**src/rtl/rsa_pkg.sv**
```systemverilog
// Shared definitions for the RSA blocks: default operand width and exponentiator states.
package rsa_pkg;

  localparam int unsigned DefaultW = 8;

  typedef enum logic [1:0] {
    StIdle,
    StSqr,
    StMul,
    StDone
  } rsa_state_e;

endpackage

```
**src/rtl/rsa_modexp_if.sv**
```systemverilog
// Start/finish handshake and operand bus of the modular exponentiator.
interface rsa_modexp_if #(
  parameter int unsigned W = rsa_pkg::DefaultW
) ();

  logic         start;
  logic [W-1:0] base;
  logic [W-1:0] exp;
  logic [W-1:0] n;
  logic [W-1:0] result;
  logic         finish;
  logic         busy;
  logic         err;

  modport master (
    output start, base, exp, n,
    input  result, finish, busy, err
  );

  modport slave (
    input  start, base, exp, n,
    output result, finish, busy, err
  );

endinterface

```
**src/rtl/rsa_modmul.sv**
```systemverilog
// Sequential a*b mod n by interleaved shift-add, MSB of b first; one bit per cycle.
module rsa_modmul #(
  parameter int unsigned W = 8
) (
  input  logic         clk,
  input  logic         rst,
  input  logic         start_i,
  input  logic [W-1:0] a_i,
  input  logic [W-1:0] b_i,
  input  logic [W-1:0] n_i,
  output logic         done_o,
  output logic [W-1:0] res_o
);

  localparam int unsigned CntW = $clog2(W + 1);

  logic [W-1:0]    a_q, b_q, n_q, acc_q;
  logic [CntW-1:0] cnt_q;

  logic [W+1:0] nx, sum, red1;

  // 2*acc + a < 3n fits in W+2 bits, so two conditional subtractions suffice.
  always_comb begin
    nx   = {2'b00, n_q};
    sum  = ({2'b00, acc_q} << 1) + (b_q[W-1] ? {2'b00, a_q} : '0);
    red1 = (sum >= nx) ? sum - nx : sum;
    res_o = (red1 >= nx) ? W'(red1 - nx) : W'(red1);
  end

  // done_o marks the last iteration cycle; res_o then carries the final product.
  assign done_o = (cnt_q == CntW'(1));

  always_ff @(posedge clk or posedge rst) begin
    if (rst) begin
      a_q   <= '0;
      b_q   <= '0;
      n_q   <= '0;
      acc_q <= '0;
      cnt_q <= '0;
    end else if (start_i) begin
      a_q   <= a_i;
      b_q   <= b_i;
      n_q   <= n_i;
      acc_q <= '0;
      cnt_q <= CntW'(W);
    end else if (cnt_q != '0) begin
      acc_q <= res_o;
      b_q   <= b_q << 1;
      cnt_q <= cnt_q - CntW'(1);
    end
  end

endmodule

```
**src/rtl/rsa_modexp.sv**
```systemverilog
// Left-to-right square-and-multiply base^exp mod n; latency deliberately tracks hw(exp).
module rsa_modexp
  import rsa_pkg::*;
#(
  parameter int unsigned W = DefaultW
) (
  input logic         clk,
  input logic         rst,
  rsa_modexp_if.slave bus
);

  localparam int unsigned IdxW = (W > 1) ? $clog2(W) : 1;

  rsa_state_e    state_q, state_d;
  logic [IdxW-1:0] idx_q, idx_d;
  logic [W-1:0]  acc_q, acc_d;
  logic [W-1:0]  base_q, base_d, exp_q, exp_d, n_q, n_d;
  logic [W-1:0]  result_q, result_d;
  logic          launch_q, launch_d;
  logic          err_pend_q, err_pend_d;
  logic          finish_q, finish_d;
  logic          busy_q, busy_d;
  logic          err_q, err_d;

  logic          accept;
  logic          mm_start, mm_done;
  logic [W-1:0]  mm_a, mm_b, mm_res;

  // The finish cycle still has busy high, so the first new start lands one cycle later.
  assign accept = (state_q == StIdle) && bus.start && !busy_q;

  rsa_modmul #(
    .W(W)
  ) u_modmul (
    .clk    (clk),
    .rst    (rst),
    .start_i(mm_start),
    .a_i    (mm_a),
    .b_i    (mm_b),
    .n_i    (n_q),
    .done_o (mm_done),
    .res_o  (mm_res)
  );

  always_ff @(posedge clk or posedge rst) begin
    if (rst) begin
      state_q    <= StIdle;
      idx_q      <= '0;
      acc_q      <= '0;
      base_q     <= '0;
      exp_q      <= '0;
      n_q        <= '0;
      result_q   <= '0;
      launch_q   <= 1'b0;
      err_pend_q <= 1'b0;
      finish_q   <= 1'b0;
      busy_q     <= 1'b0;
      err_q      <= 1'b0;
    end else begin
      state_q    <= state_d;
      idx_q      <= idx_d;
      acc_q      <= acc_d;
      base_q     <= base_d;
      exp_q      <= exp_d;
      n_q        <= n_d;
      result_q   <= result_d;
      launch_q   <= launch_d;
      err_pend_q <= err_pend_d;
      finish_q   <= finish_d;
      busy_q     <= busy_d;
      err_q      <= err_d;
    end
  end

  always_comb begin
    state_d    = state_q;
    idx_d      = idx_q;
    acc_d      = acc_q;
    base_d     = base_q;
    exp_d      = exp_q;
    n_d        = n_q;
    launch_d   = 1'b0;
    err_pend_d = err_pend_q;
    unique case (state_q)
      StIdle: begin
        if (accept) begin
          base_d     = bus.base;
          exp_d      = bus.exp;
          n_d        = bus.n;
          err_pend_d = 1'b0;
          if (bus.n < W'(2)) begin
            acc_d   = '0;
            state_d = StDone;
          end else if (bus.base >= bus.n) begin
            acc_d      = '0;
            err_pend_d = 1'b1;
            state_d    = StDone;
          end else begin
            acc_d    = W'(1);
            idx_d    = IdxW'(W - 1);
            launch_d = 1'b1;
            state_d  = StSqr;
          end
        end
      end
      StSqr: begin
        if (mm_done) begin
          acc_d = mm_res;
          if (exp_q[idx_q]) begin
            launch_d = 1'b1;
            state_d  = StMul;
          end else if (idx_q == '0) begin
            state_d = StDone;
          end else begin
            idx_d    = idx_q - IdxW'(1);
            launch_d = 1'b1;
          end
        end
      end
      StMul: begin
        if (mm_done) begin
          acc_d = mm_res;
          if (idx_q == '0) begin
            state_d = StDone;
          end else begin
            idx_d    = idx_q - IdxW'(1);
            launch_d = 1'b1;
            state_d  = StSqr;
          end
        end
      end
      StDone: state_d = StIdle;
      default: state_d = StIdle;
    endcase
  end

  always_comb begin
    mm_start = launch_q;
    mm_a     = acc_q;
    mm_b     = (state_q == StMul) ? base_q : acc_q;
    finish_d = (state_q == StDone);
    result_d = (state_q == StDone) ? acc_q : result_q;
    if (accept) begin
      err_d = 1'b0;
    end else if (state_q == StDone) begin
      err_d = err_pend_q;
    end else begin
      err_d = err_q;
    end
    if (accept) begin
      busy_d = 1'b1;
    end else if (finish_q) begin
      busy_d = 1'b0;
    end else begin
      busy_d = busy_q;
    end
  end

  assign bus.result = result_q;
  assign bus.finish = finish_q;
  assign bus.busy   = busy_q;
  assign bus.err    = err_q;

endmodule

```
**src/flat_wrapper.sv**
```systemverilog
// flat-port wrapper written by rule: the top's interface ports become plain ports
module rsa_modexp_flat import rsa_pkg::*;
#(
  parameter int unsigned W = DefaultW
)
  (clk, rst, bus_start, bus_base, bus_exp, bus_n, bus_result, bus_finish, bus_busy, bus_err);
  rsa_modexp_if #(.W(W)) bus_i ();
  input logic clk;
  input logic rst;
  input wire logic [$bits(bus_i.start)-1:0] bus_start;
  input wire logic [$bits(bus_i.base)-1:0] bus_base;
  input wire logic [$bits(bus_i.exp)-1:0] bus_exp;
  input wire logic [$bits(bus_i.n)-1:0] bus_n;
  output wire logic [$bits(bus_i.result)-1:0] bus_result;
  output wire logic [$bits(bus_i.finish)-1:0] bus_finish;
  output wire logic [$bits(bus_i.busy)-1:0] bus_busy;
  output wire logic [$bits(bus_i.err)-1:0] bus_err;
  assign bus_i.start = bus_start;
  assign bus_i.base = bus_base;
  assign bus_i.exp = bus_exp;
  assign bus_i.n = bus_n;
  assign bus_result = bus_i.result;
  assign bus_finish = bus_i.finish;
  assign bus_busy = bus_i.busy;
  assign bus_err = bus_i.err;
  rsa_modexp #(.W(W)) u_core (.clk(clk), .rst(rst), .bus(bus_i));
endmodule
```
**config.mk**
```make
export PLATFORM = sky130hd
export DESIGN_NAME = rsa_modexp_flat
export DESIGN_NICKNAME = d
export VERILOG_FILES = /design/src/rtl/rsa_pkg.sv /design/src/rtl/rsa_modexp_if.sv /design/src/rtl/rsa_modmul.sv /design/src/rtl/rsa_modexp.sv /design/src/flat_wrapper.sv
export SDC_FILE = /design/constraint.sdc
export NUM_CORES = 1
export LEC_CHECK = 0
export ABC_AREA = 1
export CAP_MARGIN = 20
export CORE_ASPECT_RATIO = 0.9
export CORE_MARGIN = 2
export CORE_UTILIZATION = 30
export DETAILED_ROUTE_END_ITERATION = 6
export PLACE_DENSITY = 0.5
export SLEW_MARGIN = 10
export SYNTH_ARGS = -nofsm -noshare
export SYNTH_HDL_FRONTEND = slang
export SYNTH_SLANG_ARGS = --single-unit
```
**constraint.sdc**
```tcl
create_clock -name clk -period 9.3 [get_ports clk]
set_clock_uncertainty 0.1 [all_clocks]
set_input_delay 0.93 -clock clk [delete_from_list [all_inputs] [get_ports clk]]
set_output_delay 0.93 -clock clk [all_outputs]
set_load 0.05 [all_outputs]
```
Word level (Yosys, flattened, before mapping)
Cells that the tools add are included.
Widths: inputs -> output; s select.

word-level totals
  flip-flop bits (word level) = 86
  output and inout port bits = 11
  word-level logic and storage cells = 103

operators by class
  $add $sub $neg = 5
  $lt $le $gt $ge = 5
  eq/ne operators = 12
  multiplexer cells = 48
  reduce and logical (&&, ||, !) cells = 16

operator list
  operator            number
  $mux 8              10
  $mux 3              7
  $ge 10x8->1         2
  $mux 2              8
  $pmux 8 s2          1
  $mux 1              15
  $add 9x8->10        1
  $mux 10             1
  $sub 10x8->10       1
  $pmux 3 s3          1
  $ge 8x8->1          1
  $lt 8x2->1 const B  1
  $mux 4              2
  $ne 2x1->1 const B  4
  $pmux 2 s4          1
  $reduce_bool 2->1   4
  $sub 8x8->8         1
  $reduce_and 7->1    1
  $ne 2x2->1 const B  3
  $eq 2x2->1 const B  2
  $eq 4x1->1 const B  1
  $lt 3x4->1 const B  1
  $reduce_and 4->1    1
  $reduce_bool 4->1   1
  14 further kinds    15

Longest topological paths before layout
Gate-level depths: netlist of the first run.

  depth in word-level cells = 8
  gate-level depth with buffers = 39
  mapped depth without buffers = 38

By module
From an unflattened synthesis of the first run, not the netlist that was laid out.

unflattened totals
  cells, all modules = 728
  area total of the unflattened synthesis = 5490.3 sq um

by module, submodules not included
  module      times used  cells an instance  area an instance (sq um)
  rsa_modmul  1           414                2995.4
  rsa_modexp  1           314                2494.9

Least setup slack after synthesis of the first run
No wires, ideal clock.

  path kind = reg-to-reg
  start = register u_core.u_modmul.b_q[7]
  end = register u_core.acc_q[0]
  arrival time = 4601 ps
  data required time = 9084 ps
  path slack = 4483 ps
  cell stages (with the launch flop) = 40
  path buffers = 1
  clock period less this slack = 4817 ps
  path through = dfrtp_1 > clkbuf_1 > nand2_1 > inv_1 > ha_1 > inv_1 > fa_1 > inv_1 > nand3_1 > nand2_1 > nand3_1 > nand3_1 > xor2_1 > ha_1 > nand2_1 > inv_2 > a21oi_2 > nand3_1 > [... 4 more ...] > inv_1 > ha_1 > inv_1 > fa_1 > nand2_1 > nor2_1 > nand2_1 > nand3_1 > nand2_1 > nand2_1 > nand2_1 > nand3_4 > nor2_8 > nand3_4 > nand2_4 > nand3_2 > nand2_1 > nand2_1

between the ends
  longest elaborated chain between the ends = 8
  elaborated cells between the ends (all ways) = 10

RTL lines
  what                                                 RTL line                              RTL
  start, declared                                      rsa_modmul.sv:17                      logic [W-1:0] a_q, b_q, n_q, acc_q;
  start signal, assigned                               rsa_modmul.sv:42                      b_q <= b_i;
  start signal, assigned                               rsa_modmul.sv:48                      b_q <= b_q << 1;
  $mux 8 (*)                                           rsa_modmul.sv:25                      sum = ({2'b00, acc_q} << 1) + (b_q[W-1] ? {2'b00, a_q} : '0);
  $add 9x8->10 (*)                                     rsa_modmul.sv:25
  $sub 10x8->10 / $ge 10x8->1 (equally long branches)  rsa_modmul.sv:26                      red1 = (sum >= nx) ? sum - nx : sum;
  $mux 10 (*)                                          rsa_modmul.sv:26
  $sub 8x8->8 / $ge 10x8->1 (equally long branches)    rsa_modmul.sv:27                      res_o = (red1 >= nx) ? W'(red1 - nx) : W'(red1);
  $mux 8 (*)                                           rsa_modmul.sv:27
  $mux 8 (*)                                           rsa_modexp.sv:107, rsa_modexp.sv:121
  $pmux 8 s2 (*)                                       rsa_modexp.sv:84                      unique case (state_q)
  end signal, assigned                                 rsa_modexp.sv:49                      acc_q <= '0;
  end signal, assigned                                 rsa_modexp.sv:62                      acc_q <= acc_d;
  end, declared                                        rsa_modexp.sv:16                      logic [W-1:0] acc_q, acc_d;

Every way passes the cells marked *; elsewhere a longest branch is shown, timed or not. The select of a mux whose other input is x is not followed.
A chain may end at the register's enable or synchronous reset.

Worst setup path after layout of the first run
  start = register u_core.u_modmul.b_q[7]
  end = register u_core.u_modmul.acc_q[0]

between the ends
  longest elaborated chain between the ends = 8
  elaborated cells between the ends (all ways) = 10

RTL lines
  what                                                 RTL line          RTL
  $mux 8 (*)                                           rsa_modmul.sv:25
  $add 9x8->10 (*)                                     rsa_modmul.sv:25
  $sub 10x8->10 / $ge 10x8->1 (equally long branches)  rsa_modmul.sv:26
  $mux 10 (*)                                          rsa_modmul.sv:26
  $sub 8x8->8 / $ge 10x8->1 (equally long branches)    rsa_modmul.sv:27
  $mux 8 (*)                                           rsa_modmul.sv:27
  $mux 8 (*)                                           rsa_modmul.sv:46  end else if (cnt_q != '0) begin
  $mux 8 (*)                                           rsa_modmul.sv:40  end else if (start_i) begin
  end signal, assigned                                 rsa_modmul.sv:47  acc_q <= res_o;
  end, declared                                        rsa_modmul.sv:17

Marked as above.

==> results.cfg, run 1 <==
[timing]
fmax_mhz = 188
slew_violations = 0
post-route-period-util_pct = 57.1
rsz0062_at_grt = false
setup_viol = 0
period_minus_slack_ps = 5310
slew_headroom_pct = 45.8
final_hold_viol_count = 0
worstMarginPinSlew_ps = 812
tns_ps = 0

[worst_setup_path]
arrival_ps = 5430
critPathMaxFanout = 15
cp_slowest_stage_delay_ps = 470
worst-r2r-cell-count = 38
cp.required_ps = 9430
worst_setup_path_start_kind = register
cp-end-kind = register
crit_path_frequent_cell = nand2_1
slowest_stage = dfrtp_1
critPathKind = reg -> reg

[route]
ant_nets = 0
wl_per_cell_um = 13.7
drt_first_pass_iters = 4
drc_errors = 0
drt_first_iter_violations = 267
totalWireLength_mm = 13.4
num_vias = 4497
viasPerCell = 4.62

[worst_hold_path]
min_delay_path_depth = 1
hold_path.class = reg -> reg

[finish]
final_nets = 799
area_delta_synth_final_pct = 16.8
antennaDiodeCount = 0
utilization_pct = 35.8
n_fill_cell = 1865
drive_gt1_share_pct = 7.77
fin_area_sq_um = 6320

[synth]
synth_async_sr_flop_share_pct = 100
synth.avg_cell_area_sq_um = 7.80
synth_nets = 764
yosys_warnings = 0
ys_seq_area_share_pct = 39.8
synth_edf_count = 0
ys.flop_type = dfrtp_1
synth_seq_cells = 86
syn-cell-area_sq_um = 5410
syn_inst = 694
ys_types = 44

[global_route]
grt_start_max_net_pins = 79
grt.total_usage_pct = 14.4
grt_pass1_vias = 4374
overflow = 0
antenna_found_initial = 0
grt_pass1_wl_mm = 22.4

[clock_network]
cts_setup_buffers = 0
cts_root_buf = clkbuf_16
cts_hold_buf = 0
insertion_delay_ps = 340
clkSlewWorstSetupHoldPaths_ps = 60
h-tree-depth = 3
clkSinkCount = 86
cts.path.max_buffers = 2
cts_buffers = 9
cts_tree = built
post_cts_resized = 0

[place]
dpl_cell_area_sq_um = 6020
globalplace.congestion = 0.836
io_buffer_count = 37
hpwlAfterDp_mm = 10.5

[flow_run]
cap_viol_max_count = 0

[floorplanning]
dieArea_sq_um = 19100
rows = 46
io_pins = 38
start_util_pct = 30.6
dieHeight_um = 131
coreArea_sq_um = 17700
die_w_um = 146

[power_and_ir_drop]
ir_drop_mv = 0.0928
p_total_uw = 737
p_leak_nw = 3.32
p_per_area_nw_per_um2 = 117

[run_status]
status = complete, no violations
[state kept, by name (all words and copies together) (netlist names)]
register               cells
u_core.u_modmul.acc_q      8
u_core.err_pend_q          1
u_core.bus.finish          1
u_core.u_modmul.b_q        8
u_core.u_modmul.cnt_q      4
u_core.acc_q               8
u_core.bus.busy            1
u_core.launch_q            1
u_core.base_q              8
u_core.bus.err             1
u_core.state_q             2
u_core.bus.result          8
u_core.exp_q               8
u_core.u_modmul.a_q        8
u_core.u_modmul.n_q        8
u_core.idx_q               3
u_core.n_q                 8
[cells in the mapped netlist (all sizes together) (5+ instances only)]
| master | instances | area share (%) |
|---|---|---|
| xnor2 | 7 | 1.1 |
| clkbuf | 12 | 0.83 |
| nor2 | 33 | 2.9 |
| a21oi | 35 | 3.7 |
| nand3 | 43 | 5.0 |
| dfrtp | 86 | 40 |
| nand4 | 7 | 0.81 |
| nand2 | 223 | 17 |
| xor2 | 11 | 1.8 |
| ha | 40 | 9.3 |
| o21ai | 65 | 6.0 |
| a31oi | 5 | 0.58 |
| inv | 96 | 6.7 |
[path summary, 6_finish.rpt]
kind | startpoint | end | slack [ps]
max in group asynchronous | rst | u_core.acc_q[6] | 7470
max | u_core.u_modmul.b_q[7] | u_core.u_modmul.acc_q[0] | 3990
max reg2reg | u_core.u_modmul.b_q[7] | u_core.u_modmul.acc_q[0] | 3990
min in group asynchronous | rst | u_core.n_q[4] | 700
min reg2reg | u_core.bus.finish | u_core.bus.busy | 360
min | u_core.bus.finish | u_core.bus.busy | 360
[area by class of cell]
| type | instances | area [sq um] | area share [%] |
|---|---|---|---|
| Multi-Input combinational cell | 497 | 2830 | 44.8 |
| Sequential cell | 86 | 2150 | 34.0 |
| Timing Repair Buffer | 39 | 405 | 6.41 |
| Inverter | 96 | 362 | 5.72 |
| Tap cell | 240 | 300 | 4.75 |
| Clock buffer | 12 | 246 | 3.90 |
| Clock inverter | 4 | 22.5 | 0.356 |
[layout by cell type, fill, tap and decap left out, drive strengths merged]
master,count
a21o,1
a21oi,35
a22o,1
a31oi,5
and3,1
buf,2
clkbuf,12
clkdlybuf4s50,37
clkinv,4
clkinvlp,1
dfrtp,86
fa,3
ha,40
inv,95
nand2,223
nand3,43
nand3b,1
nand4,7
nor2,33
nor3,3
nor3b,1
nor4,1
o2111ai,2
o211ai,3
o21a,3
o21ai,65
o221ai,1
o22ai,3
o31ai,1
or2,3
xnor2,7
xor2,11
[worst max-delay path, delay by kind of cell (launching register included)]
family                   cells  cell delay [ps]
AND/OR/NAND/NOR             24             2280
adder cells (fa/ha/maj)      5             1440
flip-flops                   1              470
buffers and inverters        6              400
AO/OA/AOI/OAI                2              280
XOR/XNOR                     1              220
[layer usage]
layer	part of all wire (%)	wire length (um)	global-route usage (%)
met1	52	6950	21.4
met2	43	5730	21.4
met5	0	0	0
met4	1.0	137	3.05
met3	4.1	549	3.06
[report_power, final]
| group | leakage [nW] | internal (mW) | switching [mW] |
|---|---|---|---|
| clock | 0.132 | 0.187 | 0.144 |
| sequential | 1.11 | 0.374 | 0 |
| combinational | 2.08 | 0.0152 | 0.0169 |
| total | 3.32 | 0.576 | 0.161 |
[metrics by stage]
stage / hold WS, ps / setup slack [ps] / instances
3_3_place_gp: 346 / 4140 / 957
5_1_grt: 401 / 3380 / 974
4_1_cts: 365 / 3960 / 973
6_report: 363 / 3990 / 974
2_1_floorplan: 342 / 4480 / 694
3_5_place_dp: 366 / 3990 / 957
[logic make-up after synthesis]
| logic type | Yosys count | share of synthesized area [%] |
|---|---|---|
| AO/OA/AOI/OAI | 120 | 12.4 |
| XOR/XNOR | 18 | 2.91 |
| adder cells (fa/ha/maj) | 43 | 10.4 |
| buffers and inverters | 111 | 7.86 |
| flip-flops | 86 | 39.8 |
| AND/OR/NAND/NOR | 316 | 26.7 |
Note: power is estimated with default switching activity, not from simulation.
==> inputs of run 2 (changes only) <==
==> constraint.sdc (replaced) <==
create_clock -name clk -period 5.3 [get_ports clk]
set_clock_uncertainty 0.1 [all_clocks]
set_input_delay 0.53 -clock clk [delete_from_list [all_inputs] [get_ports clk]]
set_output_delay 0.53 -clock clk [all_outputs]
set_load 0.05 [all_outputs]
==> results.cfg, run 2 (synthesized netlist as in run 1, its figures left out) <==
[run_status]
status = complete, no violations

[global_route]
overflow = 0
antenna_found_initial = 0
grt_pass1_wl_mm = 22.5
grt_start_max_net_pins = 55
grt_pass1_vias = 4390
grt.total_usage_pct = 14.4

[worst_hold_path]
hold_path.class = in -> async

[timing]
period_minus_slack_ps = 4910
slew_headroom_pct = 46.8
tns_ps = 0
rsz0062_at_grt = false
slew_violations = 0
worstMarginPinSlew_ps = 797
final_hold_viol_count = 0
setup_viol = 0
hold_slack_ps = 321
fmax_mhz = 204
post-route-period-util_pct = 92.6

[worst_setup_path]
cp.required_ps = 5450
cp_slowest_stage_delay_ps = 380
critPathMaxFanout = 8
critPathKind = reg -> reg
arrival_ps = 5050
r2r-start = u_core.u_modmul.b_q[7]
slowest_stage = dfrtp_1
crit_path_start = u_core.u_modmul.b_q[7]
crit_path_frequent_cell = nand2_1
worst_setup_path_start_kind = register
cp-end-kind = register

[clock_network]
cts_root_buf = clkbuf_16
insertion_delay_ps = 340
clkSinkCount = 86
cts_hold_buf = 0
h-tree-depth = 3
clkSlewWorstSetupHoldPaths_ps = 60
cts_tree = built
cts_buffers = 9
cts.path.max_buffers = 2

[power_and_ir_drop]
pwr-share-seq_pct = 47.8
p_int_mw = 1.09
ir_drop_mv = 0.146
power_switching_uw = 284
p_comb_share_pct = 4.1
p_leak_nw = 3.39
switching_share_pct = 20.7
clkPwrFrac_pct = 48.1
p_per_area_nw_per_um2 = 211

[finish]
drive_gt1_share_pct = 10.7
area_delta_synth_final_pct = 20.5
final_cell_mix = nand2_1 (204), inv_1 (92), dfrtp_1 (86)
final_nets = 806
antennaDiodeCount = 0
layout_commonest_cell = nand2_1

[flow_run]
cap_viol_max_count = 0

[floorplanning]
rows = 46
coreArea_sq_um = 17700
dieArea_sq_um = 19100
start_util_pct = 30.6
die_w_um = 146
io_pins = 38
dieHeight_um = 131

[route]
wl_per_cell_um = 13.9
drt_first_pass_iters = 5
totalWireLength_mm = 13.6
num_vias = 4592
drc_errors = 0
drt_first_iter_violations = 284
ant_nets = 0
viasPerCell = 4.68

[place]
hpwlAfterDp_mm = 10.6
globalplace.congestion = 0.848
io_buffer_count = 37
-- run 2: changes by cell type in the layout (fill, tap and decap cells not counted), sizes merged --
cell	change
buf	+7
bufinv	+1
clkbuf	+2
clkinv	-2
clkinvlp	-1
-- run 2: path summary, 6_finish.rpt --
path	endpoint	slack (ps)	depth (start not counted)
setup / recovery	u_core.u_modmul.acc_q[1]	390	33
hold / removal	u_core.n_q[4]	320	2
setup reg to reg	u_core.u_modmul.acc_q[1]	390	33
hold reg to reg	u_core.bus.busy	360	1
max in group asynchronous	u_core.acc_q[2]	3780	4
min in group clk	u_core.bus.busy	360	1
-- run 2: area by class of cell --
cell class | instances | area [sq um]
Fill cell | 1863 | 11200
Sequential cell | 86 | 2150
Tap cell | 240 | 300
Clock inverter | 2 | 38.8
Timing Repair Buffer | 46 | 458
Clock buffer | 14 | 274
Multi-Input combinational cell | 497 | 2930
Inverter | 96 | 362
-- run 2: worst max-delay path: cells and delay by family, from the launching register on --
family | cells | cell delay, ps
compound gates | 4 | 710
xor+xnor | 1 | 210
fa+ha+maj | 3 | 920
buf+inv | 6 | 580
flops | 1 | 380
simple gates | 19 | 1910
-- run 2: what timing repair did --
action | CTS | global route
gates resized for setup | 0 | 17
setup endpoints to repair | 0 | 16
buffers inserted | 0 | 6
-- run 2: through the flow --
| step | utilization (%) | area (sq um) | power, mW | std cells | setup slack (ps) |
|---|---|---|---|---|---|
| floorplan | - | 5410 | 0.692 | 694 | 483 |
| global placement | 34.1 | 6030 | 0.722 | 958 | 267 |
| detailed placement | 34.1 | 6030 | 0.723 | 958 | 178 |
| CTS | 35.9 | 6340 | 1.38 | 974 | 140 |
| global route | 36.9 | 6520 | 1.42 | 981 | 8.94 |
| finish | 36.9 | 6520 | 1.37 | 981 | 394 |
-- run 2: power by group through the flow --
stage | Sequential, mW | Clock (mW) | Combinational [mW]
finish | 0.656 | 0.660 | 0.0557
global route | 0.656 | 0.703 | 0.0634
CTS | 0.656 | 0.674 | 0.0547
detailed placement | 0.669 | 0 | 0.0545
global placement | 0.669 | 0 | 0.0534
floorplan | 0.669 | 0 | 0.0236
-- run 2: layer usage --
layer | vias to the layer above | GRT usage [%] | part of all wire [%] | routed length [um]
met4 | 0 | 3.49 | 1.1 | 150
met2 | 118 | 21.4 | 43 | 5830
met5 | - | 0 | 0 | 0
li1 | 2324 | - | - | -
met1 | 2138 | 21.6 | 52 | 7010
met3 | 12 | 2.64 | 4.6 | 622
